===== src/rtl/bsa_pkg.sv =====
// rtl/bsa_pkg.sv - shared types, defaults and helpers for the bit-serial MAC sequencer
//
// Purpose: state enum for the sequencer FSM, default widths, and the
//          lowest-set-bit priority encoder used by zero-bit skipping
//          (BSA_ZERO_SKIP_EN).
// Ports:   none (package)
package bsa_pkg;

  localparam int DEFAULT_WIDTH     = 8;
  localparam int DEFAULT_ACC_WIDTH = 20;

  typedef enum logic [1:0] {
    IDLE = 2'd0,
    SCAN = 2'd1,
    OUT  = 2'd2
  } mac_state_t;

  // Index of the lowest set bit; 0 when no bit is set (callers gate on v != 0).
  function automatic logic [4:0] lsb_index(input logic [31:0] v);
    logic [4:0] idx;
    idx = 5'd0;
    for (int i = 31; i >= 0; i--) begin
      if (v[i]) idx = 5'(i);
    end
    return idx;
  endfunction

endpackage


===== src/rtl/bit_sparse_mac_ctrl_if.sv =====
// rtl/bit_sparse_mac_ctrl_if.sv - input-pair and result handshake bundle
//
// Purpose: groups the (act, wgt, last) input handshake, the result handshake
//          and the busy flag.
// Ports:   in_valid/in_ready/in_act/in_wgt/in_last - pair handshake
//          out_valid/out_ready/out_acc              - result handshake
//          busy                                     - sequencer not idle
//          master: producer/consumer side; slave: the sequencer.
interface bit_sparse_mac_ctrl_if
  import bsa_pkg::*;
#(
  parameter int WIDTH     = DEFAULT_WIDTH,
  parameter int ACC_WIDTH = DEFAULT_ACC_WIDTH
);
  logic                 in_valid;
  logic                 in_ready;
  logic [WIDTH-1:0]     in_act;
  logic [WIDTH-1:0]     in_wgt;
  logic                 in_last;
  logic                 out_valid;
  logic                 out_ready;
  logic [ACC_WIDTH-1:0] out_acc;
  logic                 busy;

  modport master (
    output in_valid, in_act, in_wgt, in_last, out_ready,
    input  in_ready, out_valid, out_acc, busy
  );

  modport slave (
    input  in_valid, in_act, in_wgt, in_last, out_ready,
    output in_ready, out_valid, out_acc, busy
  );
endinterface


===== src/rtl/NBitAdder.sv =====
// rtl/NBitAdder.sv - unsigned N-bit adder, carry-out discarded
//
// Purpose: shared accumulator adder; sum wraps modulo 2^bitsize.
// Ports:   input1, input2 - addends (bitsize bits)
//          answer         - input1 + input2 (bitsize bits)
module NBitAdder #(
  parameter int bitsize = 20
) (
  input  logic [bitsize-1:0] input1,
  input  logic [bitsize-1:0] input2,
  output logic [bitsize-1:0] answer
);

  assign answer = input1 + input2;

endmodule


===== src/rtl/bit_sparse_mac_ctrl.sv =====
// rtl/bit_sparse_mac_ctrl.sv - bit-serial multiply-accumulate sequencer
//
// Purpose: accepts (act, wgt, last) pairs, adds act shifted by each set weight
//          bit into an accumulator through one shared NBitAdder, and presents
//          the sum once the pair marked last has been consumed.
//          Build option BSA_ZERO_SKIP_EN: walk only set weight bits
//          (max(1, popcount) SCAN cycles); otherwise WIDTH SCAN cycles.
// Ports:   clk   - clock, rising edge
//          rst_n - asynchronous active-low reset
//          bus   - bit_sparse_mac_ctrl_if.slave (pair/result handshakes, busy)
module bit_sparse_mac_ctrl
  import bsa_pkg::*;
#(
  parameter int WIDTH     = DEFAULT_WIDTH,
  parameter int ACC_WIDTH = DEFAULT_ACC_WIDTH
) (
  input  logic                  clk,
  input  logic                  rst_n,
  bit_sparse_mac_ctrl_if.slave  bus
);

  localparam int IDX_W = (WIDTH > 1) ? $clog2(WIDTH) : 1;

  mac_state_t           state_q, state_d;
  logic [WIDTH-1:0]     act_q, act_d;
  logic [WIDTH-1:0]     wgt_q, wgt_d;
  logic                 last_q, last_d;
  logic [ACC_WIDTH-1:0] acc_q, acc_d;
  logic                 in_ready_q, in_ready_d;
  logic                 out_valid_q, out_valid_d;
  logic                 busy_q, busy_d;

  logic [IDX_W-1:0]     shift_amt;
  logic                 add_en;
  logic                 scan_done;
  logic [WIDTH-1:0]     wgt_next;
  logic [ACC_WIDTH-1:0] addend;
  logic [ACC_WIDTH-1:0] sum;

`ifdef BSA_ZERO_SKIP_EN
  // Remaining weight with its lowest set bit cleared; SCAN ends when this
  // reaches zero, which also covers a zero weight in a single cycle.
  always_comb begin
    shift_amt = IDX_W'(lsb_index(32'(wgt_q)));
    add_en    = (wgt_q != '0);
    wgt_next  = wgt_q & (wgt_q - 1'b1);
    scan_done = (wgt_next == '0);
  end
`else
  logic [IDX_W-1:0] bit_idx_q, bit_idx_d;

  always_comb begin
    shift_amt = bit_idx_q;
    add_en    = wgt_q[bit_idx_q];
    wgt_next  = wgt_q;
    scan_done = (bit_idx_q == IDX_W'(WIDTH - 1));
  end

  always_comb begin
    bit_idx_d = bit_idx_q;
    if (state_q == IDLE) begin
      bit_idx_d = '0;
    end else if (state_q == SCAN && !scan_done) begin
      bit_idx_d = bit_idx_q + 1'b1;
    end
  end

  always_ff @(posedge clk or negedge rst_n) begin
    if (!rst_n) begin
      bit_idx_q <= '0;
    end else begin
      bit_idx_q <= bit_idx_d;
    end
  end
`endif

  // Unused bits contribute zero rather than skipping the adder, so the
  // accumulator path is the same in every SCAN cycle.
  always_comb begin
    addend = '0;
    if (add_en) addend = ACC_WIDTH'(act_q) << shift_amt;
  end

  NBitAdder #(
    .bitsize (ACC_WIDTH)
  ) u_adder (
    .input1 (acc_q),
    .input2 (addend),
    .answer (sum)
  );

  always_comb begin
    state_d     = state_q;
    act_d       = act_q;
    wgt_d       = wgt_q;
    last_d      = last_q;
    acc_d       = acc_q;
    in_ready_d  = in_ready_q;
    out_valid_d = out_valid_q;
    busy_d      = busy_q;

    unique case (state_q)
      IDLE: begin
        if (bus.in_valid) begin
          act_d      = bus.in_act;
          wgt_d      = bus.in_wgt;
          last_d     = bus.in_last;
          state_d    = SCAN;
          in_ready_d = 1'b0;
          busy_d     = 1'b1;
        end
      end
      SCAN: begin
        acc_d = sum;
        wgt_d = wgt_next;
        if (scan_done) begin
          if (last_q) begin
            state_d     = OUT;
            out_valid_d = 1'b1;
          end else begin
            state_d    = IDLE;
            in_ready_d = 1'b1;
            busy_d     = 1'b0;
          end
        end
      end
      OUT: begin
        if (bus.out_ready) begin
          acc_d       = '0;
          state_d     = IDLE;
          out_valid_d = 1'b0;
          in_ready_d  = 1'b1;
          busy_d      = 1'b0;
        end
      end
      default: begin
        state_d     = IDLE;
        in_ready_d  = 1'b1;
        out_valid_d = 1'b0;
        busy_d      = 1'b0;
      end
    endcase
  end

  always_ff @(posedge clk or negedge rst_n) begin
    if (!rst_n) begin
      state_q     <= IDLE;
      act_q       <= '0;
      wgt_q       <= '0;
      last_q      <= 1'b0;
      acc_q       <= '0;
      in_ready_q  <= 1'b1;
      out_valid_q <= 1'b0;
      busy_q      <= 1'b0;
    end else begin
      state_q     <= state_d;
      act_q       <= act_d;
      wgt_q       <= wgt_d;
      last_q      <= last_d;
      acc_q       <= acc_d;
      in_ready_q  <= in_ready_d;
      out_valid_q <= out_valid_d;
      busy_q      <= busy_d;
    end
  end

  // acc only changes in SCAN and on the output handshake, so it is stable in OUT.
  assign bus.out_acc   = acc_q;
  assign bus.in_ready  = in_ready_q;
  assign bus.out_valid = out_valid_q;
  assign bus.busy      = busy_q;

endmodule


===== src/flat_wrapper.sv =====
// flat-port wrapper written by rule: the top's interface ports become plain ports
module bit_sparse_mac_ctrl_flat import bsa_pkg::*;
#(
  parameter int WIDTH     = DEFAULT_WIDTH,
  parameter int ACC_WIDTH = DEFAULT_ACC_WIDTH
)
  (clk, rst_n, bus_in_valid, bus_in_act, bus_in_wgt, bus_in_last, bus_out_ready, bus_in_ready, bus_out_valid, bus_out_acc, bus_busy);
  bit_sparse_mac_ctrl_if #(.WIDTH(WIDTH), .ACC_WIDTH(ACC_WIDTH)) bus_i ();
  input  logic clk;
  input  logic rst_n;
  input wire logic [$bits(bus_i.in_valid)-1:0] bus_in_valid;
  input wire logic [$bits(bus_i.in_act)-1:0] bus_in_act;
  input wire logic [$bits(bus_i.in_wgt)-1:0] bus_in_wgt;
  input wire logic [$bits(bus_i.in_last)-1:0] bus_in_last;
  input wire logic [$bits(bus_i.out_ready)-1:0] bus_out_ready;
  output wire logic [$bits(bus_i.in_ready)-1:0] bus_in_ready;
  output wire logic [$bits(bus_i.out_valid)-1:0] bus_out_valid;
  output wire logic [$bits(bus_i.out_acc)-1:0] bus_out_acc;
  output wire logic [$bits(bus_i.busy)-1:0] bus_busy;
  assign bus_i.in_valid = bus_in_valid;
  assign bus_i.in_act = bus_in_act;
  assign bus_i.in_wgt = bus_in_wgt;
  assign bus_i.in_last = bus_in_last;
  assign bus_i.out_ready = bus_out_ready;
  assign bus_in_ready = bus_i.in_ready;
  assign bus_out_valid = bus_i.out_valid;
  assign bus_out_acc = bus_i.out_acc;
  assign bus_busy = bus_i.busy;
  bit_sparse_mac_ctrl #(.WIDTH(WIDTH), .ACC_WIDTH(ACC_WIDTH)) u_core (.clk(clk), .rst_n(rst_n), .bus(bus_i));
endmodule

===== config.mk =====
export PLATFORM = sky130hd
export DESIGN_NAME = bit_sparse_mac_ctrl_flat
export DESIGN_NICKNAME = d
export VERILOG_FILES = /design/src/rtl/bsa_pkg.sv /design/src/rtl/bit_sparse_mac_ctrl_if.sv /design/src/rtl/NBitAdder.sv /design/src/rtl/bit_sparse_mac_ctrl.sv /design/src/flat_wrapper.sv
export SDC_FILE = /design/constraint.sdc
export NUM_CORES = 1
export LEC_CHECK = 0
export BUFFER_PORTS_ARGS = -buffer_cell sky130_fd_sc_hd__buf_2
export CAP_MARGIN = 40
export CORE_ASPECT_RATIO = 0.8
export CORE_UTILIZATION = 30
export CTS_CLUSTER_SIZE = 8
export DETAILED_ROUTE_END_ITERATION = 10
export GPL_TIMING_DRIVEN = 0
export MAX_ROUTING_LAYER = met4
export SLEW_MARGIN = 20
export SYNTH_ARGS = -nofsm -noshare
export SYNTH_HDL_FRONTEND = slang
export SYNTH_SLANG_ARGS = --single-unit

===== constraint.sdc =====
create_clock -name clk -period 3.6 [get_ports clk]
set_input_delay 0.72 -clock clk [delete_from_list [all_inputs] [get_ports clk]]
set_output_delay 0.72 -clock clk [all_outputs]
set_load 0.005 [all_outputs]

==> impl_metrics.toml, run 1 <==
[global_route]
grt_max_degree = 31
antenna_found_initial = 0
grt-ovfl-total = 0
global_route.usage.total_pct = 15.6
grt_pass1_vias = 2542
grt_pass1_wl_mm = 12.6

[clock_tree]
cts-root-buf = "clkbuf_16"
cts_num_sinks = 45
clockBufferDepth = 2
cts_tree = "done"
clkLatencyLatePin_ns = 0.28
holdBufCountCts = 0
cts_max_level = 2
cts_buffers = 5
clk_pin_slew_ns = 0.06

[synth]
synth_area_sq_mm = 0.00299
ys_ff_latch = 45
synth_fp_nets = 361
synth_simple_gate_area_share_pct = 16.4
synth_edf_count = 0
synth_cell_type_count = 56
synth_compound_area_share_pct = 21.6
synth_fa_ha_area_share_pct = 7.78
synth_cells = 322
synth_top_family_by_area = "compound AO/OA/AOI/OAI gates"
synth_seq_area_share_pct = 37.7
ys.flop_type = "dfrtp_1"
synth_top_area_share_pct = 36.8
synth.avg_cell_area_sq_um = 9.29
synthArstFlopShare_pct = 100
yosysTopAreaCell = "dfrtp_1"
synth_mux_area_share_pct = 11.0
synth_xor_xnor_area_share_pct = 2.34
yosys_warnings = 0
synth_area_leaders = "dfrtp_1 (37%), mux2_2 (7.5%), ha_1 (7.1%)"

[sta]
drv_slew = 0
fin_skew_ns = 0.00357
finalSetupViolations = 0
slew_headroom_pct = 47.1
max_freq_mhz = 292
post-route-min-period_ns = 3.43
worst_pin_slew_ns = 0.791
period_share_pct = 95.3
holdWs_ns = 0.359
hold_viol = 0

[finish]
stdcell_count = 509
insertedDiodeCount = 0
drive_gt1_share_pct = 24.7
fin_nets = 411
area_growth_pct = 19.4

[floorplan]
initial_core_util_pct = 31.0
die_height_um = 91.3
rows = 32
dieArea_sq_mm = 0.0104
ios = 44
core_region_area_sq_mm = 0.00965
die_w_um = 114

[placed_design]
port_buffers = 43
gp_congestion = 0.870
dpl.hpwl_mm = 5.68
placed_cells_incl_taps = 502

[power_and_ir_drop]
power_density_mw_per_mm2 = 1100
p_leak_uw = 0.00161
peakVddDrop_mv = 0.337

[detailed_routing]
viasPerCell = 5.08
via_count = 2588
firstDrtPassIters = 4
wl_per_cell_um = 14.5
drtAntennaViolNets = 0
drtIter0Drc = 112
drc = 0
wirelength_mm = 7.36

[setup_path]
cp-start-kind = "flop"
critPathArrivalTime_ns = 3.60
worstPathRequired_ns = 3.77
end_kind = "flop"
worstSetupPathType = "flop to flop"
path_max_fanout = 9

[min_path]
min_path_type = "primary input to asynchronous set/reset pin"

[status]
status = "complete, no violations"

[flow_run]
max_cap_viol_count = 0
-- sequential cells by signal (all words and copies together) (netlist names) --
| name | count |
|---|---|
| u_core.bus.out_acc | 20 |
| u_core.act_q | 8 |
| u_core.wgt_next | 8 |
| u_core.bit_idx_q | 3 |
| u_core.state_q | 2 |
| u_core.bus.busy | 1 |
| u_core.bus.in_ready | 1 |
| u_core.bus.out_valid | 1 |
| u_core.last_q | 1 |
-- through the flow --
stage / util, % / setup WS (ns) / cell area [sq um] / power, uW / setup TNS [ns]
2_1_floorplan: - / 0.412 / 2990 / 2760 / 0
3_3_place_gp: 35.0 / -0.00582 / 3380 / 3310 / -0.00582
3_5_place_dp: 35.2 / -0.0323 / 3400 / 3380 / -0.0493
4_1_cts: 36.6 / 0.0364 / 3530 / 3850 / 0
5_1_grt: 37.0 / -0.00715 / 3570 / 4290 / -0.00715
6_report: 37.0 / 0.170 / 3570 / 3910 / 0
-- cell type report --
type | count | area (sq um)
clock buffer | 6 | 129
sequential | 45 | 1130
tap | 136 | 170
buffer | 13 | 56.3
multi-input combinational | 253 | 1800
fill | 983 | 6080
timing repair buffer | 45 | 243
inverter | 9 | 33.8
clock inverter | 2 | 10.0
-- where the power goes --
group          switching, uW  total [uW]  internal (uW)
Combinational           1410        2470           1060
Sequential               220         999            779
Clock                    187         442            255
Total                   1820        3910           2100
-- logic make-up (layout without fill, tap and decap cells) --
logic type	count (synthesis)	in the layout
buffers and inverters	24	75
AND/OR/NAND/NOR	106	106
adder cells (fa/ha/maj)	18	18
multiplexers	28	28
flip-flops	45	45
AO/OA/AOI/OAI	93	93
XOR/XNOR	8	8
-- layout by cell type, fill, tap and decap left out, types with 3 or more instances in the layout --
cell type / n
buf_2: 46
dfrtp_1: 44
nor2_1: 39
nand2_1: 32
o21ai_0: 22
a21oi_1: 21
mux2_2: 20
ha_1: 16
clkbuf_1: 10
inv_1: 9
nand3_1: 6
mux2i_1: 6
nor3_1: 6
a31oi_1: 5
a21o_1: 5
clkbuf_16: 5
and3_1: 4
o31ai_1: 4
xnor2_1: 4
xor2_1: 4
a22o_1: 4
nor3b_1: 4
a211oi_1: 3
nand2b_1: 3
o311ai_0: 3
-- layer usage --
layer  track usage, %  vias up  share of wire, %
li1                 -     1276                 -
met1             21.5     1257                51
met2             24.0       53                44
met3             2.67        2               4.1
met4             2.63        0              0.31
met5                -        -                 0
-- repair_timing --
action,in CTS,in global routing
setup buffers,0,1
pin swaps,0,2
setup endpoints to repair,4,8
gates resized for setup,0,6
-- Yosys cell counts, drive strengths merged, types with 3 or more instances --
| master | instances |
|---|---|
| a22o | 4 |
| nand3 | 6 |
| buf | 4 |
| nor2b | 3 |
| dfrtp | 44 |
| a21o | 7 |
| o31ai | 4 |
| o21ai | 24 |
| mux2 | 20 |
| a31oi | 5 |
| o311ai | 3 |
| a21oi | 21 |
| nor3 | 6 |
| nand2b | 3 |
| xor2 | 4 |
| and3 | 4 |
| nand2 | 33 |
| clkbuf | 11 |
| inv | 9 |
| nor2 | 40 |
| nor3b | 4 |
| mux2i | 6 |
| ha | 17 |
| xnor2 | 4 |
| a211oi | 4 |
-- final timing paths --
path | startpoint | end | slack [ns] | cells past startpoint
max | u_core.bit_idx_q[0]$_DFFE_PN0P_ | u_core.bus.out_acc[12]$_DFFE_PN0P_ | 0.17 | 11
max in group asynchronous | rst_n | u_core.bus.in_ready$_DFFE_PN1P_ | 2.69 | 2
min | rst_n | u_core.bus.out_valid$_DFFE_PN0P_ | 0.36 | 1
min in group clk | u_core.bus.out_acc[19]$_DFFE_PN0P_ | u_core.bus.out_acc[19]$_DFFE_PN0P_ | 0.47 | 1
max reg2reg | u_core.bit_idx_q[0]$_DFFE_PN0P_ | u_core.bus.out_acc[12]$_DFFE_PN0P_ | 0.17 | 11
min reg2reg | u_core.bus.out_acc[19]$_DFFE_PN0P_ | u_core.bus.out_acc[19]$_DFFE_PN0P_ | 0.47 | 1
-- worst max-delay path, cell delays in order (launching register included) --
cell and delay (ns):
dfrtp_1 0.35, clkbuf_4 0.21, mux4_2 0.53, nand2_2 0.13
nor2_1 0.06, ha_1 0.20, fa_1 0.43, a211o_1 0.34
a211oi_4 0.32, nor4_1 0.12, or3_1 0.36, a32o_1 0.26
No activity file was read; power rests on OpenSTA's default activity.
==> run 2, diff against run 1 <==
Settings changed: CORE_ASPECT_RATIO 0.8 to 1.75.
==> impl_metrics.toml, run 2 (synthesized netlist as in run 1, its figures left out) <==
[status]
status = "complete, no violations"

[detailed_routing]
viasPerCell = 5.13
drtIter0Drc = 110
drtAntennaViolNets = 0
firstDrtPassIters = 4
wl_met3_um = 171
wirelength_mm = 7.27
wl_met1_mm = 2.78
wl_per_cell_um = 14.7
routed.top_layer = "met4"
via_count = 2539
drc = 0
wl_met2_mm = 4.09

[global_route]
antenna_found_initial = 0
global_route.usage.total_pct = 15.5
grt_pass1_wl_mm = 12.3
grt_pass1_vias = 2679
grt_max_degree = 27
grt-ovfl-total = 0

[setup_path]
cp-start-kind = "flop"
worstRegToRegCells = 12
worstSetupPathType = "flop to flop"
cpPeakStageDelay_ns = 0.52
critPathMostFrequentCell = "nor2_1"
critPathArrivalTime_ns = 3.58
reg2reg_from = "u_core.bit_idx_q[0]$_DFFE_PN0P_"
end_kind = "flop"
worstPathRequired_ns = 3.79
worst_r2r_endpoint = "u_core.bus.out_acc[18]$_DFFE_PN0P_"
crit_family = "simple AND/OR/NAND/NOR gates"
cp_num_buf_inv = 1
cp_slowest_cell = "mux4_2"
path_max_fanout = 9
r2r_setup_slack_ns = 0.21
crit_chain = "buf_4 > mux4_2 > nand2_1 > and2_2 > nor2_1 > ha_1 > o211a_1 > a211oi_4 > nor4b_4 > nor2_1 > o311a_1 > a31o_2"

[sta]
hold_viol = 0
holdWs_ns = 0.376
setup_ws_ns = 0.212
period_share_pct = 94.1
post-route-min-period_ns = 3.39
slew_headroom_pct = 53.1
finalSetupViolations = 0
fin_skew_ns = 0.0160
rsz0062_at_grt = "false"
worst_pin_slew_ns = 0.701
drv_slew = 0
max_freq_mhz = 295

[clock_tree]
cts_tree = "done"
clkLatencyLatePin_ns = 0.30
clockBufferDepth = 2
cts-root-buf = "clkbuf_16"
cts_buffers = 5
holdBufCountCts = 0
clk_pin_slew_ns = 0.07
cts_num_sinks = 45
cts_max_level = 2

[flow_run]
max_cap_viol_count = 0

[power_and_ir_drop]
finalPower_uw = 3940
power_density_mw_per_mm2 = 1100
p_leak_uw = 0.00162
peakVddDrop_mv = 0.350

[placed_design]
dpl.hpwl_mm = 5.86
gp_congestion = 0.855
port_buffers = 43
pre_cts_slack_ns = -0.0901

[finish]
final_cell_mix = "buf_2 (46), dfrtp_1 (43), nor2_1 (39), nand2_1 (32), o21ai_0 (22)"
drive_gt1_share_pct = 24.9
insertedDiodeCount = 0
final_common_cell = "buf_2"
area_growth_pct = 19.5
n_fill_cell = 957
largest_reg_flops = 20
fin_nets = 411

[floorplan]
initial_core_util_pct = 31.2
dieArea_sq_mm = 0.0104
die_height_um = 134
rows = 47
core_region_area_sq_mm = 0.00959
die_w_um = 77.5
ios = 44

[min_path]
min_path_type = "primary input to asynchronous set/reset pin"
[run 2: cell types whose count changed in the layout (fill, tap and decap cells not counted), sizes merged]
cell	previous run	this run
clkinv	2	0
buf	48	49
bufinv	0	1
clkbuf	16	15
inv	9	10
[run 2: worst max path at each step]
stage	startpoint	end	slack (ns)	cells past startpoint
floorplan	u_core.bit_idx_q[0]$_DFFE_PN0P_	u_core.bus.out_acc[12]$_DFFE_PN0P_	0.41	11
global placement	u_core.bit_idx_q[0]$_DFFE_PN0P_	u_core.bus.out_acc[18]$_DFFE_PN0P_	-0.03	13
detailed placement	u_core.bit_idx_q[0]$_DFFE_PN0P_	u_core.bus.out_acc[19]$_DFFE_PN0P_	-0.09	12
CTS	u_core.bit_idx_q[0]$_DFFE_PN0P_	u_core.bus.out_acc[18]$_DFFE_PN0P_	0.05	12
global route	u_core.bit_idx_q[0]$_DFFE_PN0P_	u_core.bus.out_acc[12]$_DFFE_PN0P_	0.02	11
finish	u_core.bit_idx_q[0]$_DFFE_PN0P_	u_core.bus.out_acc[18]$_DFFE_PN0P_	0.21	12
[run 2: layer usage]
layer  GRT usage [%]  vias up
li1                -     1278
met1            15.2     1203
met2            28.8       41
met3            2.11       17
met4            8.39        0
met5               -        -
[run 2: per-stage QoR]
stage | TNS [ns] | std cells | utilization [%] | cell area, sq um
after floorplan | 0 | 322 | - | 2990
after global placement | -0.0474 | 487 | 35.1 | 3360
after detailed placement | -0.149 | 488 | 35.3 | 3380
after CTS | 0 | 495 | 37.0 | 3540
after global routing | 0 | 495 | 37.3 | 3580
final | 0 | 495 | 37.3 | 3580
[run 2: final cells by class]
type	count	area (sq um)	area share (%)
multi-input cells	253	1790	50.2
flip-flops and latches	45	1130	31.6
repair buffers	45	243	6.79
well taps	122	153	4.27
clock buffers	6	129	3.60
plain buffers	13	56.3	1.57
clock inverters	2	38.8	1.08
inverters	9	33.8	0.945
[run 2: power by group]
group          switching (uW)  internal, uW  total [uW]
clock network             207           331         537
logic                    1370          1050        2410
registers                 210           780         990
total                    1780          2160        3940
[run 2: worst reg2reg max path: cells and delay by family (launching register included)]
family	cells	cell delay (ns)
AO/OA/AOI/OAI	4	0.91
adder cells (fa/ha/maj)	1	0.37
buffers and inverters	1	0.19
flip-flops	1	0.35
multiplexers	1	0.52
AND/OR/NAND/NOR	5	0.97
[run 2: repair_timing]
action                                  CTS  global route
gates resized for setup                   0            10
pin swaps                                 1             2
buffers inserted                          0             1
endpoints found under the setup margin    3             8
==> run 3, diff against run 2 <==
Settings changed: RECOVER_POWER from default to 100.
==> impl_metrics.toml, run 3 (synthesized netlist as in run 1, its figures left out) <==
[sta]
setup_ws_ns = 0.209
fin_skew_ns = 0.0161
hold_viol = 0
slew_headroom_pct = 7.10
period_share_pct = 94.2
rsz0062_at_grt = "false"
max_freq_mhz = 295
finalSetupViolations = 0
fin_setup_tns_ns = 0
worst_pin_slew_ns = 1.39
drv_slew = 0
post-route-min-period_ns = 3.39

[global_route]
antenna_found_initial = 0
global_route.usage.total_pct = 15.5
grt-ovfl-total = 0
grt_max_degree = 27
grt_pass1_wl_mm = 12.3
grt_pass1_vias = 2679

[clock_tree]
cts-root-buf = "clkbuf_16"
clk_pin_slew_ns = 0.07
cts_max_level = 2
clockBufferDepth = 2
cts_num_sinks = 45
clkLatencyLatePin_ns = 0.30
cts_buffers = 5
cts_tree = "done"
holdBufCountCts = 0

[power_and_ir_drop]
power_density_mw_per_mm2 = 1110
pwr-share-comb_pct = 60.7
p_sw_share_pct = 45.1
peakVddDrop_mv = 0.349
pwr-share-clk_pct = 13.8
p_leak_uw = 0.00157
seqPwrFrac_pct = 25.5
netSwitchingPower_uw = 1760
internal_power_uw = 2130

[floorplan]
dieArea_sq_mm = 0.0104
ios = 44
initial_core_util_pct = 31.2
die_w_um = 77.5
core_region_area_sq_mm = 0.00959
die_height_um = 134
rows = 47

[finish]
final_cell_mix = "dfrtp_1 (43), nor2_1 (39), buf_2 (34), nand2_1 (32), clkbuf_1 (23)"
fin_area_sq_mm = 0.00352
fin_nets = 411
drive_gt1_share_pct = 21.2
insertedDiodeCount = 0
final_common_cell = "dfrtp_1"
largest_reg_flops = 20
n_fill_cell = 964
area_growth_pct = 17.6

[setup_path]
cp-start-kind = "flop"
worstSetupPathType = "flop to flop"
worstPathRequired_ns = 3.79
end_kind = "flop"
path_max_fanout = 9
critPathArrivalTime_ns = 3.59

[min_path]
min_path_type = "flop to flop"

[status]
status = "complete, no violations"

[placed_design]
dpl.hpwl_mm = 5.86
port_buffers = 43
dpl_cell_area_sq_mm = 0.00338
pre_cts_slack_ns = -0.0901
gp_congestion = 0.855

[detailed_routing]
drtAntennaViolNets = 0
drc = 0
wirelength_mm = 7.24
drtIter0Drc = 123
firstDrtPassIters = 4
wl_per_cell_um = 14.6
via_count = 2541
viasPerCell = 5.13

[flow_run]
max_cap_viol_count = 0
## run 3: layer usage
layer	track usage [%]	wire [um]
met5	-	0
met4	8.39	226
met3	2.11	175
met2	28.8	4090
met1	15.2	2760
## run 3: final cells by class
| class | instances | area (sq um) | share of cell area (%) |
|---|---|---|---|
| buffer | 13 | 53.8 | 1.53 |
| clock buffer | 6 | 129 | 3.66 |
| clock inverter | 2 | 38.8 | 1.10 |
| inverter | 9 | 33.8 | 0.959 |
| multi-input combinational | 253 | 1770 | 50.3 |
| sequential | 45 | 1130 | 32.1 |
| tap | 122 | 153 | 4.34 |
| timing repair buffer | 45 | 214 | 6.08 |
## run 3: power by group through the flow
stage | clock network (uW) | registers (uW) | logic (uW)
finish | 537 | 991 | 2360
global route | 571 | 1040 | 2660
CTS | 550 | 978 | 2380
detailed placement | 0 | 991 | 2380
global placement | 0 | 980 | 2350
floorplan | 0 | 948 | 1810
## run 3: through the flow
stage	hold slack, ns	util (%)	cells	power, uW
after floorplan	0.424	-	322	2760
after global placement	0.482	35.1	487	3330
after detailed placement	0.484	35.3	488	3370
after CTS	0.389	37.0	495	3910
after global routing	0.529	36.7	495	4270
final	0.493	36.7	495	3890
## run 3: final timing paths
path,startpoint,to,slack (ns),cells past startpoint
worst max-delay path,u_core.bit_idx_q[0]$_DFFE_PN0P_,u_core.bus.out_acc[18]$_DFFE_PN0P_,0.21,12
worst min-delay path,u_core.bus.out_acc[19]$_DFFE_PN0P_,u_core.bus.out_acc[19]$_DFFE_PN0P_,0.49,1
worst max register to register,u_core.bit_idx_q[0]$_DFFE_PN0P_,u_core.bus.out_acc[18]$_DFFE_PN0P_,0.21,12
worst min register to register,u_core.bus.out_acc[19]$_DFFE_PN0P_,u_core.bus.out_acc[19]$_DFFE_PN0P_,0.49,1
max in group asynchronous,rst_n,u_core.bit_idx_q[1]$_DFFE_PN0P_,1.08,2
min in group asynchronous,rst_n,u_core.bus.out_valid$_DFFE_PN0P_,0.60,1
## run 3: timing repair
action                                 in CTS  in global routing
setup buffers                               0                  1
setup endpoints to repair                   3                  8
pin swaps                                   1                  2
gates resized for setup                     0                 10
endpoints found under the hold margin       0                  0
## run 3: worst max-delay path, stage by stage, from the launching register on
cell and delay (ns):
dfrtp_1 0.35, buf_4 0.19, mux4_2 0.52, nand2_1 0.16, and2_2 0.24, nor2_1 0.09
ha_1 0.37, o211a_1 0.24, a211oi_4 0.10, nor4b_4 0.35, nor2_1 0.13, o311a_1 0.35
a31o_2 0.22
